### src/rtl/div_pkg.sv
// Shared encodings and sizing helpers for the signed sequential divider.
package div_pkg;

    localparam logic [1:0] ST_IDLE = 2'd0;
    localparam logic [1:0] ST_CALC = 2'd1;
    localparam logic [1:0] ST_FIX  = 2'd2;

    typedef enum logic [1:0] {
        IDLE = ST_IDLE,
        CALC = ST_CALC,
        FIX  = ST_FIX
    } state_t;

    // Iteration counter width for an n-bit divisor / 2n-bit dividend.
    function automatic int unsigned cnt_width(input int unsigned n);
        return $clog2(2 * n) + 1;
    endfunction

endpackage

### src/rtl/div_restore_step.sv
// One radix-2 restoring iteration on magnitudes: shift {rem, dq} left, then
// conditionally subtract the divisor magnitude and record a quotient bit.
module div_restore_step #(
    parameter int unsigned N = 4
) (
    input  logic [N:0]     rem,
    input  logic [2*N-1:0] dq,
    input  logic [N-1:0]   divisor_mag,
    output logic [N:0]     rem_next,
    output logic [2*N-1:0] dq_next
);

    localparam int unsigned RW = N + 2;

    logic [RW-1:0] shifted;
    logic [RW-1:0] diff;
    logic          ge;

    // Compare/subtract at N+2 bits so neither operand is truncated.
    always_comb begin
        shifted  = {rem, dq[2*N-1]};
        diff     = shifted - RW'(divisor_mag);
        ge       = (shifted >= RW'(divisor_mag));
        rem_next = ge ? (N+1)'(diff) : (N+1)'(shifted);
        dq_next  = {dq[2*N-2:0], ge};
    end

endmodule

### src/rtl/signed_seq_divider.sv
// Multi-cycle signed divider (2N-bit dividend / N-bit divisor), truncating
// toward zero, one quotient bit per clock with a start/done handshake.
module signed_seq_divider
    import div_pkg::*;
#(
    parameter int unsigned N = 4
) (
    input  logic           clk,
    input  logic           rst,
    input  logic           start,
    input  logic [2*N-1:0] dividend,
    input  logic [N-1:0]   divisor,
    output logic [N-1:0]   quotient,
    output logic [N-1:0]   remainder,
    output logic           busy,
    output logic           done,
    output logic           ovf,
    output logic           dbz
);

    localparam int unsigned W2 = 2 * N;
    localparam int unsigned CW = cnt_width(N);
    localparam logic [W2-1:0] POS_LIM = W2'((1 << (N - 1)) - 1);
    localparam logic [W2-1:0] NEG_LIM = W2'(1 << (N - 1));
    localparam logic [CW-1:0] LAST    = CW'(W2 - 1);

    state_t        state, state_n;
    logic [W2-1:0] dq, dq_n;
    logic [N:0]    rem, rem_n;
    logic [N-1:0]  dmag, dmag_n;
    logic          sign_q, sign_q_n;
    logic          sign_r, sign_r_n;
    logic          dbz_f, dbz_f_n;
    logic [CW-1:0] cnt, cnt_n;
    logic [N-1:0]  quotient_n, remainder_n;
    logic          busy_n, done_n, ovf_n, dbz_n;

    logic [N:0]    step_rem;
    logic [W2-1:0] step_dq;
    logic          ovf_c;

    div_restore_step #(.N(N)) u_step (
        .rem        (rem),
        .dq         (dq),
        .divisor_mag(dmag),
        .rem_next   (step_rem),
        .dq_next    (step_dq)
    );

    // Quotient magnitude limit depends on the result sign (-2^(N-1) is legal).
    assign ovf_c = sign_q ? (dq > NEG_LIM) : (dq > POS_LIM);

    // State register.
    always_ff @(posedge clk or posedge rst) begin
        if (rst) state <= IDLE;
        else     state <= state_n;
    end

    // Datapath and output registers.
    always_ff @(posedge clk or posedge rst) begin
        if (rst) begin
            dq        <= '0;
            rem       <= '0;
            dmag      <= '0;
            sign_q    <= 1'b0;
            sign_r    <= 1'b0;
            dbz_f     <= 1'b0;
            cnt       <= '0;
            quotient  <= '0;
            remainder <= '0;
            busy      <= 1'b0;
            done      <= 1'b0;
            ovf       <= 1'b0;
            dbz       <= 1'b0;
        end else begin
            dq        <= dq_n;
            rem       <= rem_n;
            dmag      <= dmag_n;
            sign_q    <= sign_q_n;
            sign_r    <= sign_r_n;
            dbz_f     <= dbz_f_n;
            cnt       <= cnt_n;
            quotient  <= quotient_n;
            remainder <= remainder_n;
            busy      <= busy_n;
            done      <= done_n;
            ovf       <= ovf_n;
            dbz       <= dbz_n;
        end
    end

    // Next-state and next-register logic.
    always_comb begin
        state_n     = state;
        dq_n        = dq;
        rem_n       = rem;
        dmag_n      = dmag;
        sign_q_n    = sign_q;
        sign_r_n    = sign_r;
        dbz_f_n     = dbz_f;
        cnt_n       = cnt;
        quotient_n  = quotient;
        remainder_n = remainder;
        ovf_n       = ovf;
        dbz_n       = dbz;
        done_n      = 1'b0;

        case (state)
            IDLE: begin
                if (start) begin
                    state_n  = CALC;
                    dq_n     = dividend[W2-1] ? W2'(-dividend) : dividend;
                    rem_n    = '0;
                    dmag_n   = divisor[N-1] ? N'(-divisor) : divisor;
                    sign_q_n = dividend[W2-1] ^ divisor[N-1];
                    sign_r_n = dividend[W2-1];
                    dbz_f_n  = (divisor == '0);
                    cnt_n    = '0;
                end
            end
            CALC: begin
                // Zero divisor still iterates the full count for uniform latency.
                rem_n = step_rem;
                dq_n  = step_dq;
                cnt_n = cnt + CW'(1);
                if (cnt == LAST) state_n = FIX;
            end
            FIX: begin
                state_n = IDLE;
                done_n  = 1'b1;
                if (dbz_f) begin
                    quotient_n  = '0;
                    remainder_n = '0;
                    ovf_n       = 1'b0;
                    dbz_n       = 1'b1;
                end else if (ovf_c) begin
                    quotient_n  = '0;
                    remainder_n = '0;
                    ovf_n       = 1'b1;
                    dbz_n       = 1'b0;
                end else begin
                    quotient_n  = sign_q ? N'(-dq[N-1:0]) : dq[N-1:0];
                    remainder_n = sign_r ? N'(-rem[N-1:0]) : rem[N-1:0];
                    ovf_n       = 1'b0;
                    dbz_n       = 1'b0;
                end
            end
            default: state_n = IDLE;
        endcase

        busy_n = (state_n != IDLE);
    end

endmodule

### config.mk
export PLATFORM = sky130hd
export DESIGN_NAME = signed_seq_divider
export DESIGN_NICKNAME = d
export VERILOG_FILES = /design/src/rtl/div_pkg.sv /design/src/rtl/div_restore_step.sv /design/src/rtl/signed_seq_divider.sv
export SDC_FILE = /design/constraint.sdc
export NUM_CORES = 1
export LEC_CHECK = 0
export CAP_MARGIN = 20
export CORE_ASPECT_RATIO = 1.4
export CORE_UTILIZATION = 47
export DETAILED_ROUTE_END_ITERATION = 12
export GPL_ROUTABILITY_DRIVEN = 0
export PLACE_DENSITY = 0.69
export SYNTH_ARGS = -nofsm -noshare
export SYNTH_HDL_FRONTEND = slang
export SYNTH_SLANG_ARGS = --single-unit
### constraint.sdc
create_clock -name clk -period 4.2 [get_ports clk]
set_clock_uncertainty 0.05 [all_clocks]
set_input_delay 0.63 -clock clk [delete_from_list [all_inputs] [get_ports clk]]
set_output_delay 0.63 -clock clk [all_outputs]
set_load 0.1 [all_outputs]
* Word level (Yosys, flattened, before mapping)
Index checks and enable logic that the tools add are counted.
** Cells by class
- Add/subtract/negate cells :: 6
- Multipliers :: 0
- Divide/modulo/power cells :: 0
- Order comparisons :: 3
- Eq/ne operators :: 4
- Shifts and indexed selects :: 0
- Mux-type cells :: 23
- Bitwise logic cells :: 1
- Reductions and logical operators :: 6
** Operators with widths (count)
- 4-bit 2-to-1 mux :: 8
- 8-bit 2-to-1 mux :: 2
- 8-bit case mux with 2 select lines :: 1
- 4-bit negator :: 3
- 5-bit 2-to-1 mux :: 2
- 5-bit case mux with 2 select lines :: 1
- 8-bit by 3-bit greater-than comparator with 1-bit output, second input constant :: 1
- 8-bit by 4-bit greater-than comparator with 1-bit output, second input constant :: 1
- 8-bit negator :: 1
- 4-bit case mux with 2 select lines :: 1
- 6-bit by 4-bit >= comparator with 1-bit output :: 1
- 1-bit 2-to-1 mux :: 5
- 5-bit by 4-bit subtractor with 5-bit output :: 1
- 4-bit by 1-bit adder with 4-bit output, second input constant :: 1
- 4-bit by 3-bit equality test with 1-bit output, second input constant :: 1
- 4-bit logical NOT :: 1
- 2-bit 2-to-1 mux :: 2
- 2-bit case mux with 2 select lines :: 1
- 2-bit AND reduction :: 2
- 2-bit nonzero test :: 2
- 2-bit by 1-bit equality test with 1-bit output, second input constant :: 1
- 2-bit equality test, second input constant :: 1
- 2-bit logical NOT :: 1
- 2-bit inequality test, second input constant :: 1
- 1-bit XOR :: 1
** Storage, ports and cells
- Flip-flop bits (word level) :: 38
- Latch bits :: 0
- Bits in writable memories :: 0
- Bits in read-only memories :: 0
- Input bits :: 15
- Logic and storage cells :: 57
- Memories :: 0

* Depth between registers and ports, before layout
Gate-level depths: netlist of run 1.
- Depth after elaboration :: 4
- Mapped depth :: 8

* By module
A second synthesis of run 1 with hierarchy kept.
** Second synthesis, totals
- Cells, all modules :: 224
- Area, all modules :: 2129.5 sq um
** Modules (own cells, without submodules)
- signed_seq_divider :: times used 1, cells an instance 187, area each 1835.5 sq um, seq. area each 950.9 sq um
- div_restore_step :: times used 1, cells an instance 37, area each 294.0 sq um, seq. area each 0.0 sq um

* Worst setup path after synthesis of run 1
Ideal clock, no wire load.
- Path kind :: flip-flop to flip-flop
- From :: register dq[7]
- To :: register rem[1]
- Arrival :: 1.730 ns
- Data required time :: 4.013 ns
- Path slack :: 2.283 ns
- Cell stages (with the launch flop) :: 9
- Path buffers :: 0
- Cells stage by stage :: dfrtp_1 -> inv_1 -> ha_1 -> inv_1 -> fa_1 -> a21o_1 -> a21oi_4 -> and2_4 -> o221ai_1
** On the way
- Longest elaborated chain between the ends :: 3
** Ends and longest elaborated chain
- from (decl) :: RTL line signed_seq_divider.sv:28 : logic [W2-1:0] dq, dq_n;
- from (signal assigned) :: RTL line signed_seq_divider.sv:76 : dq <= dq_n;
- 5-bit by 4-bit subtractor with 5-bit output / 6-bit by 4-bit >= comparator with 1-bit output (equally long branches) :: RTL line div_restore_step.sv:22, div_restore_step.sv:23
- 5-bit 2-to-1 mux * :: RTL line div_restore_step.sv:24 : rem_next = ge ? (N+1)'(diff) : (N+1)'(shifted);
- 5-bit case mux with 2 select lines * :: RTL line signed_seq_divider.sv:108 : case (state)
- to (signal assigned) :: RTL line signed_seq_divider.sv:77 : rem <= rem_n;
- to (decl) :: RTL line signed_seq_divider.sv:29 : logic [N:0] rem, rem_n;
Every way passes the cells marked *; elsewhere a longest branch is shown, timed or not.
A chain may end at the register's enable or synchronous reset.

* Worst setup path in the final report of run 1
- From :: register remainder[2]
- To :: output port remainder[2]
** RTL lines
- from (decl) :: RTL line signed_seq_divider.sv:14 : output logic [N-1:0] remainder,
- from (signal assigned) :: RTL line signed_seq_divider.sv:84 : remainder <= remainder_n;
No word-level cell between the ends.

==> flow_summary.toml, run 1 <==
[outcome]
status = "completed"

[die]
pin_count = 27
initial_utilization = 0.501
die_area_um2 = 4870
dieWidth_um = 59.3
rows = 28
die_h_um = 82.2
design.core.area_um2 = 4310

[setup_path]
cp_top_family = "buffers and inverters"
worstReg2RegEnd = "dq[0]"
required_ns = 3.52
critPathMaxStageDelay_ns = 1.13
ff2ff_setup_slack_ns = 2.09
start_kind = "flop"
crit_fanout = 2
slowest_stage = "clkdlybuf4s50_1"
crit_end = "remainder[2]"
crit_start = "remainder[2]"
critical_path_class = "reg -> out"
reg2reg_from = "dq[7]"
cp_cell_sequence = "clkdlybuf4s50_1"
crit_path_end_kind = "primary output"
path_buf_inv = 1
worst_ep_arrival_time_ns = 1.77
path_depth = 1
ff2ff_path_depth = 8

[power]
leakage_nw = 1.12
netSwitchingFraction = 0.427
p_sw_w = 0.000739
power.internal_w = 0.000991
p_seq_frac = 0.375
p_clk_frac = 0.147
total_power_w = 0.00173
power_frac_comb = 0.478
powerDensity_nw_per_um2 = 682
irDropWorstVdd_uv = 305

[final_layout]
final_common_cell = "dfrtp_1"
postLayoutCoreUtil = 0.589
final_nets = 271
layout_common_cells = "38 x dfrtp_1, 32 x nand2_1, 26 x clkdlybuf4s50_1"
area_delta_synth_final_pct = 17.6
drive_gt1_frac = 0.0729
diodes = 0

[timing]
slew_viol_final = 0
rsz0062_at_grt = "no"
final.period_utilization = 0.583
final.setup.tns_ns = 0
fin_crit_ns = 2.45
slew_headroom = 0.359
hold_viol = 0
max_freq_mhz = 408
tightest_slew_ns = 0.959
setup_viol = 0

[route]
dr.pass1.iters = 4
drt-initial-drc-count = 70
drt-total-wl_um = 4190
drc = 0
antenna_left = 0
vias = 1675
drt-vias-per-instance = 5.46
wire_per_inst_um = 13.6

[grt]
grt_pass1_vias = 1585
grt_antenna_before_repair = 0
grt_pass1_wl_um = 7290
grt_max_degree = 39
overflow = 0
grt_util_all_layers = 0.205

[cts]
root_buffer = "clkbuf_8"
cts_buffer_depth = 2
cts.clk_slew.worst_paths_ns = 0.07
postCtsSetupBuffers = 0
cts_resized = 0
cts_buffers = 5
worstSkewPairLatency_ns = 0.29
cts.htree.levels = 2
cts_tree = "built"
hold_buffers = 0
cts_sinks = 38

[synth]
synth_cell_type_count = 53
ys_warn_count = 0
synthesis.nets = 245
synth.avg_cell_area_um2 = 9.81
netlist_area_um2 = 2160
synth_ff_type = "dfrtp_1"
ys_seq_area_frac = 0.441
ys_ff_latch = 38
netlist_instances = 220
async_flop_share = 1.00
synth_edf_count = 0

[place]
dp_hpwl_um = 3240
io_buffers = 26

[min_path]
hp-class = "reg -> reg"

[job]
maxCapViolCount = 0
-- cell families after synthesis --
family | count (synthesis) | share of synthesized area
AO/OA/AOI/OAI | 57 | 0.189
adder cells (fa/ha/maj) | 10 | 0.0615
XOR/XNOR | 11 | 0.0446
flip-flops | 38 | 0.441
multiplexers | 5 | 0.0232
buffers and inverters | 28 | 0.0597
AND/OR/NAND/NOR | 71 | 0.181
-- final cells by class --
class	instances	area [um^2]
Clock buffer	7	86.3
Clock inverter	1	5.00
Fill cell	392	1770
Inverter	20	75.1
Multi-Input combinational cell	154	1080
Sequential cell	38	951
Tap cell	60	75.1
Timing Repair Buffer	27	268
-- synthesized netlist by cell type (2+ instances only) --
master	number	area, um^2
o221ai_1	2	17.5
nand2b_1	2	12.5
mux2i_1	5	50.1
a22o_1	2	17.5
o211ai_1	2	15.0
o21ai_0	15	75.1
nor3_1	2	10.0
o22ai_1	4	25.0
nand3_1	5	25.0
xor2_1	4	35.0
buf_2	4	20.0
xnor2_1	7	61.3
a21o_1	2	15.0
nand2_1	32	120
o31ai_1	10	75.1
a21oi_1	6	30.0
nor2_1	4	15.0
nand3b_1	2	15.0
nand4_1	5	31.3
a22oi_1	3	22.5
inv_1	19	71.3
dfrtp_1	38	951
buf_6	2	22.5
nor2b_1	5	31.3
ha_1	9	113
a31oi_1	2	12.5
-- power groups by stage --
stage / sequential, W / clock (W) / combinational (W)
after global placement: 0.000647 / 0 / 0.000817
after detailed placement: 0.000654 / 0 / 0.000835
after global routing: 0.000669 / 0.000280 / 0.000925
after CTS: 0.000647 / 0.000262 / 0.000837
after floorplan: 0.000672 / 0 / 0.000631
final: 0.000649 / 0.000255 / 0.000827
-- worst min-delay path by stage --
stage	cells after the start	startpoint	to
3_5_place_dp	1	ovf	ovf
4_1_cts	1	ovf	ovf
6_report	2	quotient[0]	quotient[0]
2_1_floorplan	2	dmag[1]	dmag[1]
5_1_grt	1	ovf	ovf
3_3_place_gp	2	dbz	dbz
-- per-stage QoR --
step | instances | setup slack [ns] | area, um^2 | hold slack (ns)
after detailed placement | 299 | 1.76 | 2450 | 0.416
after CTS | 307 | 1.73 | 2540 | 0.432
after floorplan | 220 | 2.28 | 2160 | 0.398
final | 307 | 1.75 | 2540 | 0.424
after global placement | 299 | 1.82 | 2450 | 0.410
after global routing | 307 | 1.70 | 2540 | 0.452
-- metal layers --
| metal | GRT usage | wire, um |
|---|---|---|
| met1 | 0.241 | 1790 |
| met2 | 0.356 | 2150 |
| met3 | 0.0389 | 156 |
| met4 | 0.0905 | 92 |
| met5 | 0 | 0 |
-- flip-flops by register name, summed over array words and instances, names as in the netlist --
signal,cells
state,2
dmag,4
dq,8
dbz_f,1
remainder,4
sign_q,1
rem,5
quotient,4
done,1
ovf,1
dbz,1
sign_r,1
busy,1
cnt,4
No activity file was read; power rests on OpenSTA's default activity.
==> inputs of run 2 (changes only) <==
clock period = 2.5 ns   (was 4.2 ns; I/O delays follow)
==> flow_summary.toml, run 2 (synthesis results as in run 1) <==
[route]
wl_met1_um = 1790
wl_met3_um = 175
top_layer_used = "met4"
drt-initial-drc-count = 59
wire_per_inst_um = 13.4
vias = 1666
drt-total-wl_um = 4130
drt-vias-per-instance = 5.41
drc = 0
dr_wl_met2_um = 2050
dr.pass1.iters = 4
antenna_left = 0

[cts]
cts.htree.levels = 2
cts.clk_slew.worst_paths_ns = 0.07
cts_tree = "built"
cts_sinks = 38
cts_resized = 0
worstSkewPairLatency_ns = 0.29
root_buffer = "clkbuf_8"
hold_buffers = 0
postCtsSetupBuffers = 0
cts_buffers = 5
cts_buffer_depth = 2

[setup_path]
slowest_stage = "dfrtp_1"
crit_path_end_kind = "flop"
path_common_cell = "inv_1"
ff2ff_path_depth = 8
cp_cell_sequence = "inv_1, ha_1, inv_1, fa_1, a21o_1, a21oi_4, and2_4, o221ai_1"
worst_ep_arrival_time_ns = 2.16
start_kind = "flop"
crit_start = "dq[7]"
crit_fanout = 6
required_ns = 2.60
crit_end = "dq[0]"
critical_path_class = "reg -> reg"
reg2reg_from = "dq[7]"
critPathMaxStageDelay_ns = 0.43
worstReg2RegEnd = "dq[0]"
ff2ff_setup_slack_ns = 0.45

[grt]
overflow = 0
grt_pass1_vias = 1573
grt_util_all_layers = 0.201
grt_pass1_wl_um = 7160
grt_max_degree = 39
grt_antenna_before_repair = 0

[final_layout]
area_delta_synth_final_pct = 16.2
layout_common_cells = "38 x dfrtp_1, 32 x nand2_1, 19 x inv_1"
top_regs = "dq x8, rem x5"
drive_gt1_frac = 0.121
final_nets = 273
largest_reg_flops = 8
top_register = "dq"
final_common_cell = "dfrtp_1"
postLayoutCellArea_um2 = 2510
diodes = 0
fill_cells = 412

[die]
initial_utilization = 0.501
die_h_um = 82.2
pin_count = 27
die_area_um2 = 4870
rows = 28
design.core.area_um2 = 4310
dieWidth_um = 59.3

[power]
leakage_nw = 1.15
power.internal_w = 0.00164
netSwitchingFraction = 0.429
p_clk_frac = 0.134
total_power_w = 0.00287
p_sw_w = 0.00123
power_frac_comb = 0.488
irDropWorstVdd_uv = 514
powerDensity_nw_per_um2 = 1150
p_seq_frac = 0.378

[timing]
tightest_slew_ns = 0.578
rsz0062_at_grt = "no"
final.setup.tns_ns = 0
max_freq_mhz = 487
hold_viol = 0
slew_headroom = 0.614
setup_viol = 0
final.period_utilization = 0.821
slew_viol_final = 0
fin_crit_ns = 2.05

[outcome]
status = "completed"

[place]
place_area_um2 = 2430
dp_hpwl_um = 3130
io_buffers = 26

[job]
maxCapViolCount = 0

[min_path]
hold_depth = 2
hp-class = "reg -> reg"
[run 2: worst min path at each step]
stage / startpoint / to / slack, ns
finish: remainder[3] / remainder[3] / 0.42
global route: ovf / ovf / 0.45
CTS: dbz / dbz / 0.43
detailed placement: dbz / dbz / 0.42
global placement: dbz / dbz / 0.41
floorplan: dmag[1] / dmag[1] / 0.40
[run 2: area by class of cell]
| type | count | area, um^2 | area share |
|---|---|---|---|
| clock buffers | 7 | 76.3 | 0.0304 |
| repair buffers | 29 | 253 | 0.101 |
| multi-input cells | 154 | 1080 | 0.430 |
| flip-flops and latches | 38 | 951 | 0.379 |
| well taps | 60 | 75.1 | 0.0299 |
| inverters | 20 | 75.1 | 0.0299 |
[run 2: metrics by stage]
step                hold slack, ns   util  std cells  setup slack (ns)
floorplan                    0.398      -        220             0.583
global placement             0.410  0.564        301             0.496
detailed placement           0.415  0.564        301             0.449
CTS                          0.432  0.582        308             0.440
global route                 0.448  0.582        308             0.316
finish                       0.425  0.582        308             0.449
[run 2: metal layers]
layer	vias to the layer above	global-route usage
li1	835	-
met1	772	0.243
met2	51	0.334
met3	8	0.0436
met4	0	0.102
met5	-	0
[run 2: critical path, delay by kind of cell, from the launching register on]
kind                       cells  cell delay, ns
AOI/OAI and AO/OA              3            0.55
adders and majority gates      2            0.54
buffers and inverters          2            0.13
DFF                            1            0.43
and+or+nand+nor                1            0.22
[run 2: power by group through the flow]
stage	logic, W	registers [W]	clock network [W]
global placement	0.00138	0.00109	0
detailed placement	0.00141	0.00110	0
finish	0.00140	0.00109	0.000385
floorplan	0.00106	0.00113	0
global route	0.00158	0.00112	0.000425
CTS	0.00141	0.00109	0.000401
